===== config.mk =====
export PLATFORM = sky130hd
export DESIGN_NAME = demux_1para4_buffer
export DESIGN_NICKNAME = d
export VERILOG_FILES = /design/src/rtl/nrisc_pkg.sv /design/src/rtl/fifo_canal.sv /design/src/rtl/demux_1para4_buffer.sv
export SDC_FILE = /design/constraint.sdc
export NUM_CORES = 1
export LEC_CHECK = 0
export ABC_AREA = 1
export CAP_MARGIN = 40
export CORE_MARGIN = 4
export CORE_UTILIZATION = 40
export CTS_CLUSTER_SIZE = 12
export DETAILED_ROUTE_END_ITERATION = 10
export MAX_ROUTING_LAYER = met4
export PLACE_DENSITY_LB_ADDON = 0.3
export SETUP_SLACK_MARGIN = 0.1
export SLEW_MARGIN = 15
export SYNTH_ARGS = -nofsm -noshare
export SYNTH_HDL_FRONTEND = slang
export SYNTH_HIERARCHICAL = 1
export SYNTH_SLANG_ARGS = --single-unit

===== constraint.sdc =====
create_clock -name clock -period 3.1 [get_ports clock]
set_input_delay 0.93 -clock clock [delete_from_list [all_inputs] [get_ports clock]]
set_output_delay 0.93 -clock clock [all_outputs]
set_load 0.01 [all_outputs]

===== src/rtl/nrisc_pkg.sv =====
// Shared nRisc datapath constants: data width, channel count and the
// destination encodings used by the output-stage demultiplexer.
package nrisc_pkg;

  localparam int LARGURA_DADO = 8;
  localparam int NUM_CANAIS   = 4;

  localparam logic [1:0] SEL_SAIDA1 = 2'b00;
  localparam logic [1:0] SEL_SAIDA2 = 2'b01;
  localparam logic [1:0] SEL_SAIDA3 = 2'b10;
  localparam logic [1:0] SEL_SAIDA4 = 2'b11;

  // One-hot channel mask for a destination code; bit i selects saida(i+1).
  function automatic logic [NUM_CANAIS-1:0] decodifica_sel(input logic [1:0] sel);
    logic [NUM_CANAIS-1:0] mascara;
    mascara = '0;
    case (sel)
      SEL_SAIDA1: mascara = 4'b0001;
      SEL_SAIDA2: mascara = 4'b0010;
      SEL_SAIDA3: mascara = 4'b0100;
      SEL_SAIDA4: mascara = 4'b1000;
      default:    mascara = '0;
    endcase
    return mascara;
  endfunction

endpackage


===== src/rtl/fifo_canal.sv =====
// Synchronous per-channel FIFO with explicit fill count; reset and limpar
// both empty it and wipe storage so nothing stale can reach the output.
module fifo_canal
  import nrisc_pkg::*;
#(
  parameter int LARGURA      = LARGURA_DADO,
  parameter int PROFUNDIDADE = 2,
  localparam int PW = $clog2(PROFUNDIDADE),
  localparam int CW = PW + 1
) (
  input  logic               clock,
  input  logic               reset,
  input  logic               limpar,
  input  logic               push,
  input  logic               pop,
  input  logic [LARGURA-1:0] dado_entrada,
  output logic [LARGURA-1:0] dado_saida,
  output logic               cheio,
  output logic               vazio,
  output logic [CW-1:0]      contagem
);

  localparam logic [CW-1:0] CONT_CHEIO = CW'(PROFUNDIDADE);

  logic [LARGURA-1:0] memoria [PROFUNDIDADE];
  logic [PW-1:0]      ptr_escrita;
  logic [PW-1:0]      ptr_leitura;
  logic               faz_push;
  logic               faz_pop;

  assign cheio      = (contagem == CONT_CHEIO);
  assign vazio      = (contagem == '0);
  assign faz_push   = push && !cheio;
  assign faz_pop    = pop && !vazio;
  assign dado_saida = memoria[ptr_leitura];

  // Power-of-two depth lets the pointers wrap by plain overflow.
  always_ff @(posedge clock) begin
    if (!reset || limpar) begin
      ptr_escrita <= '0;
      ptr_leitura <= '0;
      contagem    <= '0;
      for (int k = 0; k < PROFUNDIDADE; k++) memoria[k] <= '0;
    end else begin
      if (faz_push) begin
        memoria[ptr_escrita] <= dado_entrada;
        ptr_escrita          <= ptr_escrita + 1'b1;
      end
      if (faz_pop) ptr_leitura <= ptr_leitura + 1'b1;
      case ({faz_push, faz_pop})
        2'b10:   contagem <= contagem + 1'b1;
        2'b01:   contagem <= contagem - 1'b1;
        default: contagem <= contagem;
      endcase
    end
  end

endmodule


===== src/rtl/demux_1para4_buffer.sv =====
// 1-to-4 buffered demultiplexer: routes entrada to the FIFO chosen by
// selecao; each channel drains independently through its own valid/ready.
//
// Handshake: a word moves when valid && ready are both high at a rising edge;
// while valid is high and ready low, data and valid stay stable. entrada_pronta
// depends only on selecao and registered fill state, never on saida_pronta.
module demux_1para4_buffer
  import nrisc_pkg::*;
#(
  parameter int LARGURA      = LARGURA_DADO,
  parameter int PROFUNDIDADE = 2,
  localparam int CW = $clog2(PROFUNDIDADE) + 1
) (
  input  logic                    clock,
  input  logic                    reset,
  input  logic                    limpar,
  input  logic [LARGURA-1:0]      entrada,
  input  logic [1:0]              selecao,
  input  logic                    entrada_valida,
  output logic                    entrada_pronta,
  output logic [LARGURA-1:0]      saida1,
  output logic [LARGURA-1:0]      saida2,
  output logic [LARGURA-1:0]      saida3,
  output logic [LARGURA-1:0]      saida4,
  output logic [NUM_CANAIS-1:0]   saida_valida,
  input  logic [NUM_CANAIS-1:0]   saida_pronta,
  output logic [NUM_CANAIS*CW-1:0] ocupacao
);

  logic [NUM_CANAIS-1:0] push;
  logic [NUM_CANAIS-1:0] pop;
  logic [NUM_CANAIS-1:0] cheio;
  logic [NUM_CANAIS-1:0] vazio;
  logic [LARGURA-1:0]    dado [NUM_CANAIS];
  logic [CW-1:0]         cont [NUM_CANAIS];

  assign entrada_pronta = !cheio[selecao];
  assign push = (entrada_valida && entrada_pronta) ? decodifica_sel(selecao) : '0;

  for (genvar g = 0; g < NUM_CANAIS; g++) begin : g_canal
    assign pop[g]          = !vazio[g] && saida_pronta[g];
    assign saida_valida[g] = !vazio[g];
    assign ocupacao[g*CW +: CW] = cont[g];

    fifo_canal #(
      .LARGURA      (LARGURA),
      .PROFUNDIDADE (PROFUNDIDADE)
    ) u_fifo (
      .clock        (clock),
      .reset        (reset),
      .limpar       (limpar),
      .push         (push[g]),
      .pop          (pop[g]),
      .dado_entrada (entrada),
      .dado_saida   (dado[g]),
      .cheio        (cheio[g]),
      .vazio        (vazio[g]),
      .contagem     (cont[g])
    );
  end

  // Empty channels present zero rather than whatever the read slot last held.
  assign saida1 = saida_valida[0] ? dado[0] : '0;
  assign saida2 = saida_valida[1] ? dado[1] : '0;
  assign saida3 = saida_valida[2] ? dado[2] : '0;
  assign saida4 = saida_valida[3] ? dado[3] : '0;

endmodule


==> impl_summary.log, run 1 <==
INFO  metric cts-buffers-inserted = 9
INFO  metric std_cell_rows = 37
INFO  metric die_w = around 110 um
INFO  metric place.gp.congestion = roughly 0.83
INFO  metric clock_root_cell = sky130_fd_sc_hd__clkbuf_8
INFO  metric grt.busiest_layer = met2
INFO  metric end_kind = output pin
INFO  metric antenna_found_initial = 0
INFO  metric finalWorstPathRequiredPeriod = approximately 2900 ps
INFO  metric clock_sinks = 84
INFO  metric drc = 0
INFO  metric detail_route.wl_per_cell = roughly 13 um
INFO  metric detail_route.vias_per_cell = around 4.7
INFO  metric synthesis.area = 0.004265 mm^2
INFO  metric drive_gt1_frac = 0.1701
INFO  metric ys_seq_elements = 84
INFO  metric floorplan.core_area = between 0.01 and 0.015 mm^2
INFO  metric portion_of_synthesized_cell_area_occupied_by_the_leading_cell_type = 0.4506
INFO  metric worst_slew_pin_slew = 495.2 ps
INFO  metric netlist_instances = approximately 460
INFO  metric report.final.hold_viol_count = 0
INFO  metric tritoncts = done
INFO  metric diodes = 0
INFO  metric drt-initial-drc-count = 98
INFO  metric synth_sequential_area_ratio = 0.5444
INFO  metric min-delay-path-class = flop to flop
INFO  metric synth_top_cells_by_area = sky130_fd_sc_hd__edfxtp_1 45%, sky130_fd_sc_hd__dfxtp_1 9.4%, sky130_fd_sc_hd__nor2_1 9.3%
INFO  metric numPortBuffers = 62
INFO  metric report.final.setup_viol = 0
INFO  metric area_taken_by_multi_input_logic_gates = 0.001519 mm^2
INFO  metric place_area = between 0.005 and 0.006 mm^2
INFO  metric drt.antenna.violating_nets = 0
INFO  metric library_cells_used_by_synthesis = 20
INFO  metric path_max_fanout = 3
INFO  metric cellLeakagePower = ~2.2 nW
INFO  metric globalRouteOverflowTotal = 0
INFO  metric place.detailed.hpwl = 6673 um
INFO  metric grt_first_pass_wirelength = approximately 16,000 um
INFO  metric start_kind = primary input
INFO  metric htree_num_levels = 3
INFO  metric clock_insertion_delay_worst_skew = around 350 ps
INFO  metric grt.met3_usage = 0.02838
INFO  metric routed_wirelength = approximately 9100 um
INFO  metric fmaxAchievable = around 340 MHz
INFO  metric cts_max_path_buffers = 2
INFO  metric syn_area_per_cell = 9.333 um^2
INFO  metric timing.setup.tns = 0 ps
INFO  metric critical_path_class = primary input to output pin
INFO  metric maximum_number_of_pins_on_one_net_before_global_route_repair = 14
INFO  metric worstPathArrival = 2000 ps
INFO  metric placed_cells_incl_taps = 661
INFO  metric cts-hold-fix-buffers = 0
INFO  metric nNetsFinal = around 560
INFO  metric regArea = between 0.002 and 0.0025 mm^2
INFO  metric post-synth-top-area-cell = sky130_fd_sc_hd__edfxtp_1
INFO  metric ys_warn_count = 6
INFO  metric worst_clock_skew = 7.652 ps
INFO  metric critPathRequiredTime = between 2000 and 2500 ps
INFO  metric fin_cells = between 600 and 700
INFO  metric areaGrowthSynthToFinish = 24.76%
INFO  metric dr_total_vias = 3,186
INFO  metric worst_slew_margin_rel = 0.6695
INFO  metric num-fill-cells = 996
INFO  metric global_route.usage.met2 = 0.2734
INFO  metric slew_violations = 0
INFO  metric status = completed
INFO  metric globalRouteTotalUtil = 0.1598
INFO  metric cap_viol_max_count = 0
INFO  metric design_area = between 0.005 and 0.006 mm^2
INFO  metric ios = between 60 and 70
INFO  metric pwr_density_cell = about 420 mW/mm^2
INFO  metric height_of_the_chip = about 110 um
INFO  metric period_share = 0.9455
INFO  metric worst_setup_hold_path_clk_slew = 80 ps
INFO  metric rsz0062_at_grt = false
INFO  metric fp.dieArea = roughly 0.012 mm^2
INFO  metric power.ir.vdd_worst = about 250 uV
INFO  metric synth.net_count = between 400 and 500
INFO  metric initial_core_util = 0.4113
INFO  metric use_met1 = 0.1847
INFO  metric drt_first_pass_iters = 4
INFO  metric vias_in_the_first_global_route = ~3.4k
## metal layers
metal | share of wire | up-vias
met1 | 0.44 | 1491
met5 | 0 | -
met4 | 0.023 | 0
li1 | - | 1605
met2 | 0.50 | 74
met3 | 0.043 | 16
## path summary, 6_finish.rpt
kind,cells past startpoint,from,endpoint,slack [ps]
max reg2reg,15,g_canal[0].u_fifo/contagem[0],g_canal[0].u_fifo/contagem[1],920
min,2,g_canal[2].u_fifo/ptr_leitura,flop,510
min reg2reg,2,g_canal[2].u_fifo/ptr_leitura,flop,510
max,5,selecao[1],entrada_pronta,170
## cell usage in the layout, fill, tap and decap left out, types with 4 or more instances in the layout
cell / count
sky130_fd_sc_hd__a21oi_1: 8
sky130_fd_sc_hd__buf_4: 14
sky130_fd_sc_hd__clkbuf_8: 10
sky130_fd_sc_hd__clkdlybuf4s50_1: 60
sky130_fd_sc_hd__dfxtp_1: 20
sky130_fd_sc_hd__edfxtp_1: 64
sky130_fd_sc_hd__ha_1: 4
sky130_fd_sc_hd__inv_1: 96
sky130_fd_sc_hd__inv_2: 9
sky130_fd_sc_hd__mux2_2: 32
sky130_fd_sc_hd__nand2_1: 47
sky130_fd_sc_hd__nand2_2: 7
sky130_fd_sc_hd__nand3b_4: 4
sky130_fd_sc_hd__nand4_1: 6
sky130_fd_sc_hd__nand4_4: 4
sky130_fd_sc_hd__nor2_1: 104
sky130_fd_sc_hd__nor2_4: 4
sky130_fd_sc_hd__nor3_1: 32
sky130_fd_sc_hd__o21ai_0: 4
## cell type report
class | count | share of cell area
clock buffer | 11 | 0.02657
inverter | 105 | 0.07407
clock inverter | 5 | 0.009640
multi-input combinational | 260 | 0.2854
timing repair buffer | 76 | 0.1359
sequential | 84 | 0.4364
tap | 136 | 0.03198
## critical path, cell delays in order
cell and delay (ps):
sky130_fd_sc_hd__clkdlybuf4s50_1 450, sky130_fd_sc_hd__inv_1 110, sky130_fd_sc_hd__nand2_2 70, sky130_fd_sc_hd__and2_2 160, sky130_fd_sc_hd__dlygate4sd2_1 280
## cell families after synthesis
kind of cell	synth area share
AO/OA/AOI/OAI	0.01408
buffers and inverters	0.1006
AND/OR/NAND/NOR	0.2446
multiplexers	0.08448
adder cells (fa/ha/maj)	0.01173
flip-flops	0.5444
## power by group
part           internal, mW  switching, mW
clock                 0.389          0.374
combinational        0.0753          0.114
sequential             1.25         0.0124
## cell usage after synthesis, drive strengths merged
library cell and instances:
ha 4, clkbuf 4, nand4 10, nand3 1, nor2 110, a21oi 8, nand3b 4, o21ai 4
nand2 54, mux2 32, nor3 32, buf 4, inv 105, edfxtp 64, dfxtp 20, and2 1
## timing repair
item | in CTS | in global routing
gates resized for setup | 2 | 2
buffers inserted | 0 | 0
setup endpoints to repair | 1 | 18
## per-stage QoR
stage	power, mW	setup slack [ps]	util	hold slack (ps)
finish	2.213	168.9	0.5132	507.8
global route	2.312	117.0	0.5132	528.3
CTS	2.238	126.4	0.5127	512.1
detailed placement	1.478	-256.9	0.4943	489.8
global placement	1.471	-201.8	0.4943	478.5
floorplan	1.392	796.1	-	466.9
## registers in the layout, summed over array words and instances, names as in the netlist, named ones only
signal                      flops
g_canal.u_fifo/ptr_leitura      4
g_canal.u_fifo/contagem         8
g_canal.u_fifo/ptr_escrita      4
g_canal.u_fifo/memoria         64
Note: power is estimated with default switching activity, not from simulation.
==> run 2, diff against run 1 <==
SLEW_MARGIN = unset   (was 15)
==> results of run 2 <==
The final DEF is identical to that of run 1; final timing and power are the same.
==> run 3, diff against run 2 <==
CELL_PAD_IN_SITES_DETAIL_PLACEMENT = 0   (was unset)
CELL_PAD_IN_SITES_GLOBAL_PLACEMENT = 1   (was unset)
==> run 3 against run 2 <==
Compared with the run above: cell area is 1.2% higher; first-iteration DRC count is 28% higher; flip-flop and latch count stayed put; via count is 1.9% lower; count of clock-buffer cells in the layout is 3 higher; largest cell class unchanged; largest power group unchanged; highest routed layer unchanged.
==> impl_summary.log, run 3 (synthesis gave the netlist of run 1 again) <==
INFO  metric drc = 0 (unchanged)
INFO  metric maximum_number_of_pins_on_one_net_before_global_route_repair = 14 (unchanged)
INFO  metric whs = 513.1 ps (+5.299 ps)
INFO  metric critPathRequiredTime = 2170 ps (about the same)
INFO  metric globalRouteOverflowTotal = 0 (unchanged)
INFO  metric drt-initial-drc-count = 125 (+28%)
INFO  metric place.detailed.hpwl = 6568 um (-1.6%)
INFO  metric switching_power = 500.8 uW (+0.19%)
INFO  metric cellLeakagePower = 2.214 nW (+1.6%)
INFO  metric post_cts.repair.setup_buffers = 0 (unchanged)
INFO  metric largest_register_ff_count = 64 (unchanged)
INFO  metric slowest_delay = 450 ps (about the same)
INFO  metric place_area = 0.005156 mm^2 (+0.59%)
INFO  metric floorplan.core_area = 0.01037 mm^2 (unchanged)
INFO  metric report.final.hold_viol_count = 0 (unchanged)
INFO  metric layout_top_registers = g_canal.u_fifo/memoria (64), g_canal.u_fifo/contagem (8)
INFO  metric fmaxAchievable = 343.9 MHz (+0.79%)
INFO  metric period_share = 0.9381 (-0.007371)
INFO  metric worst_slack = 191.8 ps (+22.85 ps)
INFO  metric nNetsFinal = 562 (+0.72%)
INFO  metric end_kind = output pin
INFO  metric report.final.setup_viol = 0 (unchanged)
INFO  metric routed_wirelength = 8998 um (-1.3%)
INFO  metric top_register = g_canal.u_fifo/memoria
INFO  metric finalWorstPathRequiredPeriod = 2908 ps (-22.85 ps)
INFO  metric met1Wirelength = 3937 um (-0.71%)
INFO  metric numPortBuffers = 62 (unchanged)
INFO  metric min-delay-path-class = flop to flop
INFO  metric initial_core_util = 0.4113 (unchanged)
INFO  metric worst_slew_pin_slew = 706.2 ps (+211.0 ps)
INFO  metric power.ir.vdd_worst = 206.1 uV (-16%)
INFO  metric antenna_found_initial = 0 (unchanged)
INFO  metric worst_setup_hold_path_clk_slew = 80 ps (about the same)
INFO  metric globalRouteTotalUtil = 0.1524 (-0.007471)
INFO  metric drt.antenna.violating_nets = 0 (unchanged)
INFO  metric clock_power_share = 0.373 (+0.028)
INFO  metric post-layout-total-power = 2.315 mW (+4.6%)
INFO  metric worstPathArrival = 1980 ps (-20 ps)
INFO  metric vias_in_the_first_global_route = 3,061 (-9.7%)
INFO  metric clock_root_cell = sky130_fd_sc_hd__clkbuf_8
INFO  metric drive_gt1_frac = 0.1761 (+0.006091)
INFO  metric cell_family_with_the_largest_share_of_critical_path_delay = buffers and inverters
INFO  metric design_area = 0.005388 mm^2 (+1.2%)
INFO  metric met2RoutedLength = 4449 um (-2.0%)
INFO  metric status = completed
INFO  metric areaGrowthSynthToFinish = 26.31%
INFO  metric detail_route.vias_per_cell = 4.590 (-2.5%)
INFO  metric critical_path_class = primary input to output pin
INFO  metric worst_slew_margin_rel = 0.5275 (-0.1421)
INFO  metric clock_sinks = 84 (unchanged)
INFO  metric pre_cts_slack = -206.5 ps (+50.39 ps)
INFO  metric worst_clock_skew = 10.23 ps (+2.574 ps)
INFO  metric htree_num_levels = 3 (unchanged)
INFO  metric cts_max_path_buffers = 2 (unchanged)
INFO  metric cts-buffers-inserted = 9 (unchanged)
INFO  metric cp_num_buf_inv = 3 (unchanged)
INFO  metric cts-hold-fix-buffers = 0 (unchanged)
INFO  metric start_kind = primary input
INFO  metric most_common_library_cell_in_the_layout_ignoring_fill_and_taps = sky130_fd_sc_hd__nor2_1
INFO  metric path_max_fanout = 3 (unchanged)
INFO  metric seqPwrFrac = 0.545 (-0.025)
INFO  metric slew_violations = 0 (unchanged)
INFO  metric pwr_density_cell = 429.7 mW/mm^2 (+3.3%)
INFO  metric grt_first_pass_wirelength = 14,690 um (-5.4%)
INFO  metric drt_first_pass_iters = 4 (unchanged)
INFO  metric std_cell_rows = 37 (unchanged)
INFO  metric topRoutingLayerUsed = met4
INFO  metric detail_route.wl_per_cell = 13.21 um (-1.9%)
INFO  metric p_sw_frac = 0.2163 (-0.009553)
INFO  metric timing.critical_path.cells = clkdlybuf4s50_1 -> inv_1 -> nand2_2 -> and2_2 -> dlygate4sd2_1
INFO  metric power_report.internal_total = 1.814 mW (+5.9%)
INFO  metric clock_insertion_delay_worst_skew = 350 ps (about the same)
INFO  metric postCtsResizedCells = 2 (unchanged)
INFO  metric dr_total_vias = 3,126 (-1.9%)
INFO  metric place.gp.congestion = 0.7873 (-4.6%)
INFO  metric diodes = 0 (unchanged)
INFO  metric fp.dieArea = 0.01238 mm^2 (unchanged)
INFO  metric most-common-layout-cells = 105 x sky130_fd_sc_hd__nor2_1, 96 x sky130_fd_sc_hd__inv_1, 64 x sky130_fd_sc_hd__edfxtp_1
INFO  metric logic_gate_share_of_total_power = 0.083 (-0.002)
INFO  metric placed_cells_incl_taps = 665 (+0.61%)
INFO  metric height_of_the_chip = 111.3 um (unchanged)
INFO  metric tritoncts = done
INFO  metric worst_path_max_delay_cell = sky130_fd_sc_hd__clkdlybuf4s50_1
INFO  metric ios = 63 (unchanged)
INFO  metric wl_met3 = 338 um (-14%)
INFO  metric die_w = 111.3 um (unchanged)
INFO  metric fin_cells = 681 (+0.59%)
INFO  metric rsz0062_at_grt = false
INFO  metric cap_viol_max_count = 0 (unchanged)
## run 3: cell count changes in the layout (fill, tap and decap cells not counted), sizes merged
cell and change:
clkinv -3, buf +4, clkbuf +3
## run 3: worst reg2reg max path: cells and delay by family, from the launching register on
family | cells | cell delay, ps
simple gates | 9 | 850
flops | 1 | 410
buf+inv | 5 | 560
fa+ha+maj | 1 | 330
## run 3: stage by stage
stage            util  setup TNS (ps)
3_5_place_dp   0.4972          -206.5
4_1_cts        0.5193               0
5_1_grt        0.5195               0
6_report       0.5195               0
2_1_floorplan       -               0
3_3_place_gp   0.4972          -162.9
## run 3: power groups by stage
stage | clock network, mW | logic, mW | registers, mW
after floorplan | 0 | 0.109 | 1.28
after global placement | 0 | 0.191 | 1.28
after detailed placement | 0 | 0.193 | 1.29
after CTS | 0.878 | 0.194 | 1.26
after global routing | 0.914 | 0.213 | 1.27
final | 0.863 | 0.191 | 1.26
## run 3: area by class of cell
cell class / count / area, um^2
multi-input combinational: 260 / 1516
fill: 983 / 4982
clock inverter: 2 / 37.54
inverter: 105 / 394.1
clock buffer: 14 / 193.9
tap: 136 / 170.2
timing repair buffer: 80 / 753.2
sequential: 84 / 2322
## run 3: worst paths after layout
check	depth (start not counted)	slack (ps)	startpoint	to
worst min-delay path	2	510	g_canal[3].u_fifo/ptr_leitura	g_canal[3].u_fifo/ptr_leitura
worst max-delay path	5	190	selecao[1]	entrada_pronta
worst max register to register	15	910	g_canal[1].u_fifo/contagem[0]	g_canal[1].u_fifo/contagem[1]
worst min register to register	2	510	g_canal[3].u_fifo/ptr_leitura	g_canal[3].u_fifo/ptr_leitura
## run 3: metal layers
| layer | track usage | vias up |
|---|---|---|
| li1 | - | 1606 |
| met1 | 0.1822 | 1424 |
| met2 | 0.2517 | 72 |
| met3 | 0.02566 | 24 |
| met4 | 0.07056 | 0 |
| met5 | - | - |
